$ cat src/rtl/track_view_multi_pkg.sv
// Shared types and constants for the multi-kart track renderer:
// tile encodings, RGB444 palette, kart colours and the camera clamp helper.
package track_view_pkg;

   typedef enum logic [1:0] {
      TILE_GRASS  = 2'd0,
      TILE_ROAD   = 2'd1,
      TILE_WALL   = 2'd2,
      TILE_FINISH = 2'd3
   } tile_t;

   localparam logic [11:0] COLOR_GRASS        = 12'h0A0;
   localparam logic [11:0] COLOR_ROAD         = 12'h777;
   localparam logic [11:0] COLOR_WALL         = 12'h840;
   localparam logic [11:0] COLOR_FINISH_LIGHT = 12'hFFF;
   localparam logic [11:0] COLOR_FINISH_DARK  = 12'h000;

   localparam logic [11:0] KART_COLORS [8] = '{
      12'hF00, 12'h00F, 12'hFF0, 12'hF0F,
      12'h0FF, 12'hF80, 12'h08F, 12'hF8C
   };

   // Saturate a signed camera coordinate into [0, hi].
   function automatic logic [10:0] clamp(input logic signed [12:0] val,
                                         input logic signed [12:0] hi);
      if (val < 13'sd0)
         return 11'd0;
      else if (val > hi)
         return hi[10:0];
      else
         return val[10:0];
   endfunction

endpackage

$ cat src/rtl/track_view_multi_if.sv
// Video-side bundle: screen counters and kart state in, rendered pixel out.
interface track_view_multi_if #(
   parameter int NUM_KARTS = 4
);
   logic [10:0]              hcount_in;
   logic [9:0]               vcount_in;
   logic [NUM_KARTS*11-1:0]  kart_x_in;
   logic [NUM_KARTS*11-1:0]  kart_y_in;
   logic [NUM_KARTS-1:0]     kart_en_in;
   logic [2:0]               camera_sel_in;
   logic [11:0]              pixel_out;

   modport master (
      output hcount_in, vcount_in, kart_x_in, kart_y_in, kart_en_in, camera_sel_in,
      input  pixel_out
   );

   modport slave (
      input  hcount_in, vcount_in, kart_x_in, kart_y_in, kart_en_in, camera_sel_in,
      output pixel_out
   );
endinterface

$ cat src/rtl/track_view_multi_rom.sv
// Track tile map with a registered one-cycle read. The layout is a walled
// square circuit with a road ring and a checkered finish line on the left leg.
module track_tile_rom
   import track_view_pkg::*;
#(
   parameter int MAP_W  = 128,
   parameter int ADDR_W = 14
) (
   input  logic              clk_in,
   input  logic [ADDR_W-1:0] i_addr,
   output tile_t             o_tile
);

   localparam int IDX_W = ADDR_W / 2;
   localparam int EDGE  = MAP_W - 1;

   function automatic tile_t tile_at(input logic [IDX_W-1:0] row_bits,
                                     input logic [IDX_W-1:0] col_bits);
      int  r;
      int  c;
      logic road_row;
      logic road_col;
      r = int'(row_bits);
      c = int'(col_bits);
      road_row = ((r >= 8 && r <= 15) || (r >= EDGE - 15 && r <= EDGE - 8))
                 && c >= 8 && c <= EDGE - 8;
      road_col = ((c >= 8 && c <= 15) || (c >= EDGE - 15 && c <= EDGE - 8))
                 && r >= 8 && r <= EDGE - 8;
      if (r == 0 || r == EDGE || c == 0 || c == EDGE)
         return TILE_WALL;
      else if (c >= 8 && c <= 15 && r >= MAP_W/2 - 2 && r <= MAP_W/2 + 1)
         return TILE_FINISH;
      else if (road_row || road_col)
         return TILE_ROAD;
      else
         return TILE_GRASS;
   endfunction

   always_ff @(posedge clk_in) begin
      o_tile <= tile_at(i_addr[ADDR_W-1:IDX_W], i_addr[IDX_W-1:0]);
   end

endmodule

$ cat src/rtl/track_view_multi.sv
// Three-stage track renderer: camera-relative world coordinates, tile lookup
// and kart hit test, then colour compositing with blanking.
module track_view_multi
   import track_view_pkg::*;
#(
   parameter int NUM_KARTS  = 4,
   parameter int H_ACTIVE   = 1280,
   parameter int V_ACTIVE   = 720,
   parameter int TRACK_SIZE = 2048,
   parameter int TILE_SIZE  = 16,
   parameter int KART_SIZE  = 16
) (
   input  logic             clk_in,
   input  logic             rst_in,
   track_view_multi_if.slave tv
);

   localparam int TILE_BITS  = $clog2(TILE_SIZE);
   localparam int TRACK_BITS = $clog2(TRACK_SIZE);
   localparam int IDX_W      = TRACK_BITS - TILE_BITS;
   localparam int MAP_W      = TRACK_SIZE / TILE_SIZE;

   localparam logic [10:0]        H_ACT = 11'(H_ACTIVE);
   localparam logic [9:0]         V_ACT = 10'(V_ACTIVE);
   localparam logic [11:0]        KSZ   = 12'(KART_SIZE);
   localparam logic [3:0]         NK    = 4'(NUM_KARTS);
   localparam logic signed [12:0] X_OFF = 13'(KART_SIZE/2 - H_ACTIVE/2);
   localparam logic signed [12:0] Y_OFF = 13'(KART_SIZE/2 - V_ACTIVE/2);
   localparam logic signed [12:0] X_MAX = 13'(TRACK_SIZE - H_ACTIVE);
   localparam logic signed [12:0] Y_MAX = 13'(TRACK_SIZE - V_ACTIVE);

   // Frame-stable shadow state
   logic [10:0]             r_cam_x, r_cam_y;
   logic [NUM_KARTS*11-1:0] r_kx, r_ky;
   logic [NUM_KARTS-1:0]    r_en;

   // Pipeline registers
   logic [11:0] r_wx, r_wy;
   logic        r_blank1, r_blank2, r_chk2, r_hit2;
   logic [2:0]  r_hit_idx2;
   logic [11:0] r_pixel;

   logic                 w_latch, w_blank;
   logic [2:0]           w_sel;
   logic [10:0]          w_sel_x, w_sel_y, w_cam_x, w_cam_y;
   logic [11:0]          w_wx, w_wy;
   logic [NUM_KARTS-1:0] w_hit;
   logic                 w_hit_any;
   logic [2:0]           w_hit_idx;
   logic [11:0]          w_track_color;
   tile_t                w_tile;

   assign w_latch = (tv.hcount_in == 11'd0) && (tv.vcount_in == V_ACT);
   assign w_blank = (tv.hcount_in >= H_ACT) || (tv.vcount_in >= V_ACT);
   assign w_sel   = ({1'b0, tv.camera_sel_in} < NK) ? tv.camera_sel_in : 3'd0;

   always_comb begin
      w_sel_x = '0;
      w_sel_y = '0;
      for (int i = 0; i < NUM_KARTS; i++) begin
         if (w_sel == 3'(i)) begin
            w_sel_x = tv.kart_x_in[i*11 +: 11];
            w_sel_y = tv.kart_y_in[i*11 +: 11];
         end
      end
   end

   assign w_cam_x = clamp($signed({2'b00, w_sel_x}) + X_OFF, X_MAX);
   assign w_cam_y = clamp($signed({2'b00, w_sel_y}) + Y_OFF, Y_MAX);
   assign w_wx    = {1'b0, r_cam_x} + {1'b0, tv.hcount_in};
   assign w_wy    = {1'b0, r_cam_y} + {2'b00, tv.vcount_in};

   genvar gi;
   generate
      for (gi = 0; gi < NUM_KARTS; gi++) begin : g_kart_hit
         logic [11:0] w_kx, w_ky;
         assign w_kx = {1'b0, r_kx[gi*11 +: 11]};
         assign w_ky = {1'b0, r_ky[gi*11 +: 11]};
         assign w_hit[gi] = r_en[gi]
                            && (w_kx <= r_wx) && (r_wx < w_kx + KSZ)
                            && (w_ky <= r_wy) && (r_wy < w_ky + KSZ);
      end
   endgenerate

   // Descending scan so the lowest-index hit wins
   always_comb begin
      w_hit_idx = '0;
      for (int i = NUM_KARTS - 1; i >= 0; i--) begin
         if (w_hit[i])
            w_hit_idx = 3'(i);
      end
   end
   assign w_hit_any = |w_hit;

   track_tile_rom #(
      .MAP_W  (MAP_W),
      .ADDR_W (2 * IDX_W)
   ) u_rom (
      .clk_in (clk_in),
      .i_addr ({r_wy[TRACK_BITS-1:TILE_BITS], r_wx[TRACK_BITS-1:TILE_BITS]}),
      .o_tile (w_tile)
   );

   always_comb begin
      w_track_color = COLOR_GRASS;
      unique case (w_tile)
         TILE_GRASS:  w_track_color = COLOR_GRASS;
         TILE_ROAD:   w_track_color = COLOR_ROAD;
         TILE_WALL:   w_track_color = COLOR_WALL;
         TILE_FINISH: w_track_color = r_chk2 ? COLOR_FINISH_LIGHT : COLOR_FINISH_DARK;
      endcase
   end

   always_ff @(posedge clk_in or posedge rst_in) begin
      if (rst_in) begin
         r_cam_x    <= '0;
         r_cam_y    <= '0;
         r_kx       <= '0;
         r_ky       <= '0;
         r_en       <= '0;
         r_wx       <= '0;
         r_wy       <= '0;
         r_blank1   <= 1'b1;
         r_blank2   <= 1'b1;
         r_chk2     <= 1'b0;
         r_hit2     <= 1'b0;
         r_hit_idx2 <= '0;
         r_pixel    <= '0;
      end else begin
         if (w_latch) begin
            r_cam_x <= w_cam_x;
            r_cam_y <= w_cam_y;
            r_kx    <= tv.kart_x_in;
            r_ky    <= tv.kart_y_in;
            r_en    <= tv.kart_en_in;
         end
         r_wx       <= w_wx;
         r_wy       <= w_wy;
         r_blank1   <= w_blank;
         r_blank2   <= r_blank1;
         r_chk2     <= r_wx[3] ^ r_wy[3];
         r_hit2     <= w_hit_any;
         r_hit_idx2 <= w_hit_idx;
         if (r_blank2)
            r_pixel <= 12'h000;
         else if (r_hit2)
            r_pixel <= KART_COLORS[r_hit_idx2];
         else
            r_pixel <= w_track_color;
      end
   end

   assign tv.pixel_out = r_pixel;

endmodule

$ cat src/flat_wrapper.sv
// flat-port wrapper written by rule: the top's interface ports become plain ports
module track_view_multi_flat import track_view_pkg::*;
#(
   parameter int NUM_KARTS  = 4,
   parameter int H_ACTIVE   = 1280,
   parameter int V_ACTIVE   = 720,
   parameter int TRACK_SIZE = 2048,
   parameter int TILE_SIZE  = 16,
   parameter int KART_SIZE  = 16
)
  (clk_in, rst_in, tv_hcount_in, tv_vcount_in, tv_kart_x_in, tv_kart_y_in, tv_kart_en_in, tv_camera_sel_in, tv_pixel_out);
  track_view_multi_if #(.NUM_KARTS(NUM_KARTS)) tv_i ();
  input  logic clk_in;
  input  logic rst_in;
  input wire logic [$bits(tv_i.hcount_in)-1:0] tv_hcount_in;
  input wire logic [$bits(tv_i.vcount_in)-1:0] tv_vcount_in;
  input wire logic [$bits(tv_i.kart_x_in)-1:0] tv_kart_x_in;
  input wire logic [$bits(tv_i.kart_y_in)-1:0] tv_kart_y_in;
  input wire logic [$bits(tv_i.kart_en_in)-1:0] tv_kart_en_in;
  input wire logic [$bits(tv_i.camera_sel_in)-1:0] tv_camera_sel_in;
  output wire logic [$bits(tv_i.pixel_out)-1:0] tv_pixel_out;
  assign tv_i.hcount_in = tv_hcount_in;
  assign tv_i.vcount_in = tv_vcount_in;
  assign tv_i.kart_x_in = tv_kart_x_in;
  assign tv_i.kart_y_in = tv_kart_y_in;
  assign tv_i.kart_en_in = tv_kart_en_in;
  assign tv_i.camera_sel_in = tv_camera_sel_in;
  assign tv_pixel_out = tv_i.pixel_out;
  track_view_multi #(.NUM_KARTS(NUM_KARTS), .H_ACTIVE(H_ACTIVE), .V_ACTIVE(V_ACTIVE), .TRACK_SIZE(TRACK_SIZE), .TILE_SIZE(TILE_SIZE), .KART_SIZE(KART_SIZE)) u_core (.clk_in(clk_in), .rst_in(rst_in), .tv(tv_i));
endmodule
$ cat config.mk
export PLATFORM = sky130hd
export DESIGN_NAME = track_view_multi_flat
export DESIGN_NICKNAME = d
export VERILOG_FILES = /design/src/rtl/track_view_multi_pkg.sv /design/src/rtl/track_view_multi_if.sv /design/src/rtl/track_view_multi_rom.sv /design/src/rtl/track_view_multi.sv /design/src/flat_wrapper.sv
export SDC_FILE = /design/constraint.sdc
export NUM_CORES = 1
export LEC_CHECK = 0
export ABC_AREA = 0
export CORE_MARGIN = 8
export CORE_UTILIZATION = 60
export CTS_CLUSTER_DIAMETER = 40
export CTS_CLUSTER_SIZE = 30
export DETAILED_ROUTE_END_ITERATION = 16
export GPL_TIMING_DRIVEN = 0
export PLACE_DENSITY = 0.85
export REMOVE_ABC_BUFFERS = 1
export SYNTH_ARGS = -nofsm -noshare
export SYNTH_HDL_FRONTEND = slang
export SYNTH_HIERARCHICAL = 1
export SYNTH_SLANG_ARGS = --single-unit
$ cat constraint.sdc
create_clock -name clk_in -period 9.6 [get_ports clk_in]
set_input_delay 1.44 -clock clk_in [delete_from_list [all_inputs] [get_ports clk_in]]
set_output_delay 1.44 -clock clk_in [all_outputs]
set_load 0.03 [all_outputs]
==> results of run 1 <==
==> flip-flops by register name, summed over array words and instances (netlist names) <==
register / flops
u_core/r_kx: 44
u_core/u_rom/o_tile: 2
u_core/r_ky: 44
u_core/r_wx: 12
u_core/r_en: 4
u_core/r_cam_x: 11
u_core/r_cam_y: 11
u_core/r_wy: 12
u_core/r_blank2: 1
u_core/r_hit2: 1
u_core/r_chk2: 1
u_core/r_hit_idx2: 2
u_core/tv.pixel_out: 8
u_core/r_blank1: 1
==> cells in the mapped netlist (all sizes together) (27+ instances only) <==
cell    instances
nand2         267
ha            216
dfrtp         150
inv           116
o21ai         105
a21oi          83
nand3          50
nor2           50
nor2b          34
xor2           33
xnor2          28
clkbuf         27
==> metal layers <==
metal | up-vias | global-route usage [%] | part of all wire [%]
met2 | 544 | 42.3 | 44
met4 | 0 | 10.9 | 3.3
li1 | 5356 | - | -
met5 | - | 0 | 0
met1 | 5458 | 36.9 | 43
met3 | 86 | 5.17 | 9.1
==> stage by stage <==
step	hold slack, ps	utilization (%)	std cells	area [um2]
floorplan	345	-	1416	12400
global placement	386	67.5	1820	14000
detailed placement	388	68.4	1830	14200
CTS	403	71.1	1862	14800
global route	410	71.1	1862	14800
finish	412	71.1	1862	14800
==> cells by family after synthesis <==
logic type	Yosys count	synth area share [%]
buffers and inverters	155	5.00
adder cells (fa/ha/maj)	218	21.8
flip-flops	154	30.6
AO/OA/AOI/OAI	332	17.1
AND/OR/NAND/NOR	512	19.2
multiplexers	23	1.91
XOR/XNOR	61	4.25
==> how the worst min path moves through the flow <==
stage,startpoint,endpoint,cells after the start
final,u_core/r_blank1,u_core/r_blank2,0
after global routing,u_core/r_blank1,u_core/r_blank2,0
after CTS,u_core/r_blank1,u_core/r_blank2,0
after detailed placement,u_core/r_blank1,u_core/r_blank2,0
after global placement,u_core/r_blank1,u_core/r_blank2,0
after floorplan,u_core/r_blank1,u_core/r_blank2,0
==> final cells by class <==
class / count / area share [%]
Timing Repair Buffer: 139 / 9.89
Clock inverter: 15 / 0.950
Sequential cell: 154 / 26.1
Clock buffer: 17 / 2.88
Multi-Input combinational cell: 1146 / 54.9
Tap cell: 275 / 2.33
Inverter: 116 / 2.99
==> power breakdown <==
part	internal (mW)	total, mW	switching, mW
registers	0.660	0.684	0.0245
logic	0.130	0.293	0.163
clock network	0.361	0.662	0.301
total	1.15	1.64	0.489
==> impl_metrics.tcl, run 1 <==
set metrics [dict create \
    critPathMaxStageDelay_ps 1350 \
    synth.area.top_cells "dfrtp_1 30%, ha_1 22%, nand2_1 8.0%, o21ai_0 3.7%, inv_1 3.5%" \
    clk_pin_slew_ps 70 \
    cts_tree "done" \
    relSlewSlack_pct 12.5 \
    drc_errors 0 \
    fin_setup_tns_ps 0 \
    critPathTopFamily "simple AND/OR/NAND/NOR gates" \
    ys_seq_area_share_pct 30.6 \
    crit_type "in -> reg" \
    fp.dieH_um 161 \
    grt_max_degree 79 \
    endpoint_kind "flip-flop" \
    top_level_ports 130 \
    grt_antenna_before_repair 0 \
    yosys.area.top_type_share_pct 29.9 \
    syn_inst 1455 \
    drtIter0Drc 1263 \
    syn_area_per_cell_um2 8.63 \
    ant_nets 0 \
    rsz0062_at_grt "false" \
    cp_slowest_cell "clkdlybuf4s50_1" \
    fin_crit_sh_pct 57.9 \
    max_freq_mhz 180 \
    seq_area_mm2 0.00385 \
    finalCriticalPeriod_ps 5560 \
    power_mw 1.64 \
    r2r_cells 10 \
    die_area_mm2 0.0258 \
    portBuffers 129 \
    clock_skew_ps 10.1 \
    setup_slack_ps 4040 \
    crit_buf_inv 1 \
    worst_path_most_repeated_cell "nor2b_1" \
    rr_startpoint "u_core/r_wy[5]" \
    dp_slack_ps 3740 \
    regToRegSetupSlack_ps 6510 \
    grt_pass1_vias 11321 \
    ir_worst_vdd_mv 0.101 \
    place_congestion 0.931 \
    worstPathRequired_ps 9890 \
    cts_buffers 17 \
    initial_core_util_pct 60.5 \
    synth_warnings 6 \
    async_flop_share_pct 98.7 \
    ctsHoldBuffers 0 \
    cp-endpoint "u_core/r_cam_x[1]" \
    wl_per_cell_um 19.0 \
    worstMarginPinSlew_ps 1310 \
    final_common_cell "nand2_1" \
    cp_num_cells 9 \
    cp-startpoint "tv_camera_sel_in[0]" \
    wirelength_um 35300 \
    grt-ovfl-total 0 \
    synth_top_area_cell "dfrtp_1" \
    rows 53 \
    cts_max_level 4 \
    hp-class "reg -> reg" \
    cts.path.max_buffers 2 \
    grt_pass1_wl_um 57000 \
    syn_area_mm2 0.0126 \
    hpwl_um 27100 \
    cts_setup_buffers 0 \
    crit_path_start_kind "primary input" \
    diodes 0 \
    nets 1910 \
    status "completed" \
    synth_edf_count 0 \
    synthToLayoutAreaGrowth_pct 17.5 \
    critPathArrivalTime_ps 5850 \
    hold_viol 0 \
    nFillCells 1533 \
    die_x_um 161 \
    core-area_mm2 0.0208 \
    first_pass_iters 6 \
    mostFrequentLayoutCells "267 x nand2_1, 216 x ha_1, 150 x dfrtp_1" \
    vias 11444 \
    synth_ff_type "dfrtp_1" \
    viasPerCell 6.15 \
    finalSetupViolCount 0 \
    multiInputGateArea_mm2 0.00810 \
    leakagePower_nw 7.25 \
    cp_cell_sequence "clkdlybuf4s50_1, nor2b_1, a222oi_1, nor4_2, nor3_1, nor2_1, nor2b_1, o211ai_4, o22ai_2" \
    worst_skew_pair.late_latency_ps 440 \
    power_density_mw_per_mm2 111 \
    drive_gt1_share_pct 4.66 \
    synth-seq-cells 154 \
    clockRootBuffer "clkbuf_16" \
    worstReg2RegEnd "u_core/r_hit_idx2[1]" \
    cts_sinks 154 \
    grt_use_total_pct 27.3 \
    post_cts_resize_count 0 \
    ys_types 78 \
    path_max_fanout 25 \
    drv_slew 0 \
    drv_cap 0 \
]
No activity file was read; power rests on OpenSTA's default activity.
==> run 2, diff against run 1 <==
Settings changed: CORE_UTILIZATION 60 to 59, PLACE_DENSITY 0.85 to 0.83.
Clock period 9.6 ns to 5.8 ns, I/O delays scaled along.
==> impl_metrics.tcl, run 2 (same netlist as run 1, synthesis figures left out) <==
set metrics [dict create \
    final_common_cell "nand2_1" \
    power_density_mw_per_mm2 187 \
    first_pass_iters 5 \
    finalCriticalPeriod_ps 5010 \
    dp_slack_ps 547 \
    cts_tree "done" \
    portBuffers 129 \
    cts_sinks 154 \
    endpoint_kind "flip-flop" \
    place_congestion 0.942 \
    cts.path.max_buffers 2 \
    power_mw 2.77 \
    setup_slack_ps 786 \
    worst_skew_pair.late_latency_ps 430 \
    die_area_mm2 0.0262 \
    clock_skew_ps 8.77 \
    hpwl_um 27500 \
    final_core_utilization_pct 70.5 \
    critPathArrivalTime_ps 5310 \
    rows 53 \
    ctsHoldBuffers 0 \
    p_comb_share_pct 17.7 \
    leakagePower_nw 7.27 \
    hold_viol 0 \
    seq_area_mm2 0.00385 \
    rsz0062_at_grt "false" \
    p_seq_share_pct 41.0 \
    post_cts_resize_count 0 \
    drv_cap 0 \
    finalSetupViolCount 0 \
    grt-ovfl-total 0 \
    max_freq_mhz 199 \
    cts_max_level 4 \
    nets 1910 \
    fin_crit_sh_pct 86.4 \
    p_sw_uw 816 \
    worstPathRequired_ps 6100 \
    mostFrequentLayoutCells "267 x nand2_1, 216 x ha_1, 150 x dfrtp_1" \
    grt_pass1_vias 11385 \
    grt_use_total_pct 27.8 \
    cts_buffers 17 \
    worstMarginPinSlew_ps 1270 \
    core-area_mm2 0.0210 \
    path_max_fanout 25 \
    die_x_um 162 \
    reg_top3 "u_core/r_kx x44, u_core/r_ky x44" \
    multiInputGateArea_mm2 0.00810 \
    ir_worst_vdd_mv 0.149 \
    crit_path_start_kind "primary input" \
    drive_gt1_share_pct 4.66 \
    cts_setup_buffers 0 \
    wirelength_um 36500 \
    clk_pin_slew_ps 70 \
    drv_slew 0 \
    crit_type "in -> reg" \
    cp_slowest_cell "clkdlybuf4s50_1" \
    hp-class "reg -> reg" \
    critPathMaxStageDelay_ps 1310 \
    vias 11430 \
    grt_max_degree 84 \
    relSlewSlack_pct 15.2 \
    status "completed" \
    clock_power_share_pct 41.3 \
    ant_nets 0 \
    top_level_ports 130 \
    synthToLayoutAreaGrowth_pct 17.6 \
    clockRootBuffer "clkbuf_16" \
    swShare_pct 29.5 \
    drc_errors 0 \
    wl_per_cell_um 19.6 \
    diodes 0 \
    finalHoldWorstSlack_ps 405 \
    intPower_mw 1.95 \
    grt_antenna_before_repair 1 \
    viasPerCell 6.14 \
    cp_cell_sequence "clkdlybuf4s50_1, nor2b_1, a222oi_1, nor4_2, a21oi_1, o32ai_2, nand3_2, o211ai_4, o22ai_2" \
    initial_core_util_pct 59.9 \
    nFillCells 1586 \
    fp.dieH_um 162 \
    grt_pass1_wl_um 58200 \
    drtIter0Drc 1037 \
]
[run 2: power by group through the flow]
| stage | sequential, mW | combinational [mW] | clock (mW) |
|---|---|---|---|
| detailed placement | 1.15 | 0.474 | 0 |
| finish | 1.13 | 0.490 | 1.14 |
| global route | 1.13 | 0.536 | 1.20 |
| CTS | 1.13 | 0.483 | 1.15 |
| floorplan | 1.15 | 0.251 | 0 |
| global placement | 1.15 | 0.457 | 0 |
[run 2: layer usage]
layer | up-vias | global-route usage [%] | share of wire (%)
met1 | 5399 | 36.4 | 42
li1 | 5370 | - | -
met2 | 567 | 44.9 | 46
met5 | - | 0 | 0
met4 | 0 | 8.88 | 2.7
met3 | 94 | 6.30 | 9.5
[run 2: final cells by class]
type,count,area share [%]
inverters,116,2.98
multi-input cells,1146,54.8
clock inverters,15,1.10
clock buffers,17,2.88
well taps,275,2.33
flip-flops and latches,154,26.0
repair buffers,139,9.85
[run 2: worst paths after layout]
| check | end | cells past startpoint | startpoint | slack, ps |
|---|---|---|---|---|
| max in group asynchronous | u_core/r_blank2 | 3 | rst_in | 3950 |
| min in group asynchronous | u_core/r_cam_x[9] | 2 | rst_in | 970 |
| setup reg to reg | u_core/r_hit_idx2[1] | 10 | u_core/r_wy[5] | 2710 |
| setup / recovery | u_core/r_cam_x[1] | 9 | tv_camera_sel_in[0] | 790 |
| hold reg to reg | u_core/r_blank2 | 0 | u_core/r_blank1 | 400 |
| hold / removal | u_core/r_blank2 | 0 | u_core/r_blank1 | 400 |
[run 2: critical path: cells and delay by family]
| kind | cells | cell delay, ps |
|---|---|---|
| compound gates | 5 | 1280 |
| simple gates | 3 | 1820 |
| buf+inv | 1 | 1310 |
[run 2: through the flow]
stage / TNS (ps) / instances / instance area [um2]
after floorplan: -76320 / 1416 / 12400
after global placement: -628090 / 1820 / 14000
after detailed placement: 0 / 1830 / 14200
after CTS: 0 / 1862 / 14800
after global routing: 0 / 1862 / 14800
final: 0 / 1862 / 14800
==> run 3, diff against run 2 <==
Settings changed: GPL_TIMING_DRIVEN 0 to not set, SKIP_CTS_REPAIR_TIMING set to 1.
==> impl_metrics.tcl, run 3 (same netlist as run 1, synthesis figures left out) <==
set metrics [dict create \
    holdPathStages 0 \
    rr_startpoint "u_core/r_wy[5]" \
    first_pass_iters 6 \
    viasPerCell 6.03 \
    relSlewSlack_pct 25.3 \
    dp_slack_ps 1230 \
    power_density_mw_per_mm2 184 \
    setup_slack_ps 1550 \
    path_max_fanout 20 \
    stdcell_area_mm2 0.0147 \
    diodes 0 \
    cp_num_cells 10 \
    grt-ovfl-total 0 \
    worst_skew_pair.late_latency_ps 430 \
    p_comb_share_pct 17.8 \
    drv_slew 0 \
    regToRegSetupSlack_ps 2710 \
    cp_cell_sequence "clkdlybuf4s50_1, buf_4, nor2b_1, a222oi_1, nor4_2, a21oi_1, o32ai_2, nand3_2, o211ai_4, o22ai_2" \
    swShare_pct 29.2 \
    cts_max_level 4 \
    wirelength_um 35800 \
    drv_cap 0 \
    grt_antenna_before_repair 0 \
    die_area_mm2 0.0262 \
    cts_sinks 154 \
    power_mw 2.70 \
    hp-class "reg -> reg" \
    fp.dieH_um 162 \
    drive_gt1_share_pct 4.42 \
    rows 53 \
    core-area_mm2 0.0210 \
    clk_pin_slew_ps 70 \
    worstMarginPinSlew_ps 1110 \
    endpoint_kind "flip-flop" \
    nFillCells 1656 \
    grt_max_degree 116 \
    grt_pass1_vias 11294 \
    hpwl_um 27700 \
    p_sw_uw 789 \
    critPathMaxStageDelay_ps 850 \
    seq_area_mm2 0.00385 \
    fin_cells 1860 \
    worstPathRequired_ps 6070 \
    clock_skew_ps 11.5 \
    wl_per_cell_um 19.2 \
    r2r_cells 10 \
    cp_slowest_cell "nor2b_1" \
    finalSetupViolCount 0 \
    leakagePower_nw 7.22 \
    drtIter0Drc 807 \
    initial_core_util_pct 59.9 \
    cp-endpoint "u_core/r_cam_x[1]" \
    p_seq_share_pct 42.0 \
    nets 1908 \
    die_x_um 162 \
    critPathTopFamily "simple AND/OR/NAND/NOR gates" \
    drc_errors 0 \
    crit_type "in -> reg" \
    vias 11208 \
    fin_crit_sh_pct 73.2 \
    max_freq_mhz 236 \
    cp-startpoint "tv_camera_sel_in[0]" \
    rsz0062_at_grt "false" \
    status "completed" \
    dpl_cell_area_mm2 0.0141 \
    finalCriticalPeriod_ps 4250 \
    reg_top3 "u_core/r_kx x44, u_core/r_ky x44" \
    grt_pass1_wl_um 57100 \
    place_congestion 0.946 \
    clockRootBuffer "clkbuf_16" \
    synthToLayoutAreaGrowth_pct 16.7 \
    cts.path.max_buffers 2 \
    multiInputGateArea_mm2 0.00810 \
    worstReg2RegEnd "u_core/r_hit_idx2[1]" \
    crit_path_start_kind "primary input" \
    intPower_mw 1.91 \
    critPathArrivalTime_ps 4520 \
    clock_power_share_pct 40.2 \
    cts_tree "done" \
    place_inst 1828 \
    mostFrequentLayoutCells "267 x nand2_1, 216 x ha_1, 150 x dfrtp_1" \
    ir_worst_vdd_mv 0.152 \
    crit_buf_inv 2 \
    hold_viol 0 \
    top_level_ports 130 \
    portBuffers 129 \
    ant_nets 0 \
    final_common_cell "nand2_1" \
    cts_buffers 17 \
    grt_use_total_pct 27.3 \
]
## run 3: changes by cell type in the layout (fill, tap and decap cells not counted), sizes merged
| cell | delta |
|---|---|
| bufinv | -1 |
| buf | -2 |
| clkbuf | +3 |
| clkinvlp | -1 |
| inv | -3 |
| clkinv | +2 |
## run 3: worst min-delay path by stage
stage	from	end	slack (ps)
after floorplan	u_core/r_blank1	u_core/r_blank2	350
after global placement	u_core/r_blank1	u_core/r_blank2	350
after detailed placement	u_core/r_blank1	u_core/r_blank2	360
after CTS	u_core/r_blank1	u_core/r_blank2	370
after global routing	u_core/r_blank1	u_core/r_blank2	370
final	u_core/r_blank1	u_core/r_blank2	370
## run 3: metrics by stage
stage               util [%]  hold slack [ps]  setup TNS (ps)
global route            70.0              369               0
CTS                     70.0              368               0
detailed placement      67.3              359               0
finish                  70.0              372               0
global placement        67.3              350               0
floorplan                  -              345          -76320
## run 3: power groups by stage
| stage | Sequential (mW) | Clock [mW] | Combinational (mW) |
|---|---|---|---|
| after global routing | 1.14 | 1.14 | 0.529 |
| after detailed placement | 1.15 | 0 | 0.472 |
| after global placement | 1.15 | 0 | 0.459 |
| after CTS | 1.13 | 1.09 | 0.477 |
| after floorplan | 1.15 | 0 | 0.251 |
| final | 1.13 | 1.09 | 0.482 |
## run 3: metal layers
layer	vias to the layer above	part of all wire (%)	global-route usage, %
li1	5349	-	-
met3	70	8.5	5.82
met1	5327	43	36.2
met2	462	46	43.4
met5	-	0	0
met4	0	2.4	9.72
## run 3: layout make-up
type	count	area share, %
sequential	154	26.2
multi-input combinational	1146	55.2
timing repair buffer	137	9.35
inverter	116	3.00
clock buffer	20	3.05
clock inverter	12	0.794
tap	275	2.35
## run 3: worst register-to-register path: stages (launching register included)
cell,delay [ps]
dfrtp_1,680
inv_1,250
ha_1,360
a21o_1,180
a21o_1,160
a21oi_1,130
o221ai_1,120
o41ai_1,130
nand4_1,150
or4_1,640
and3_1,190
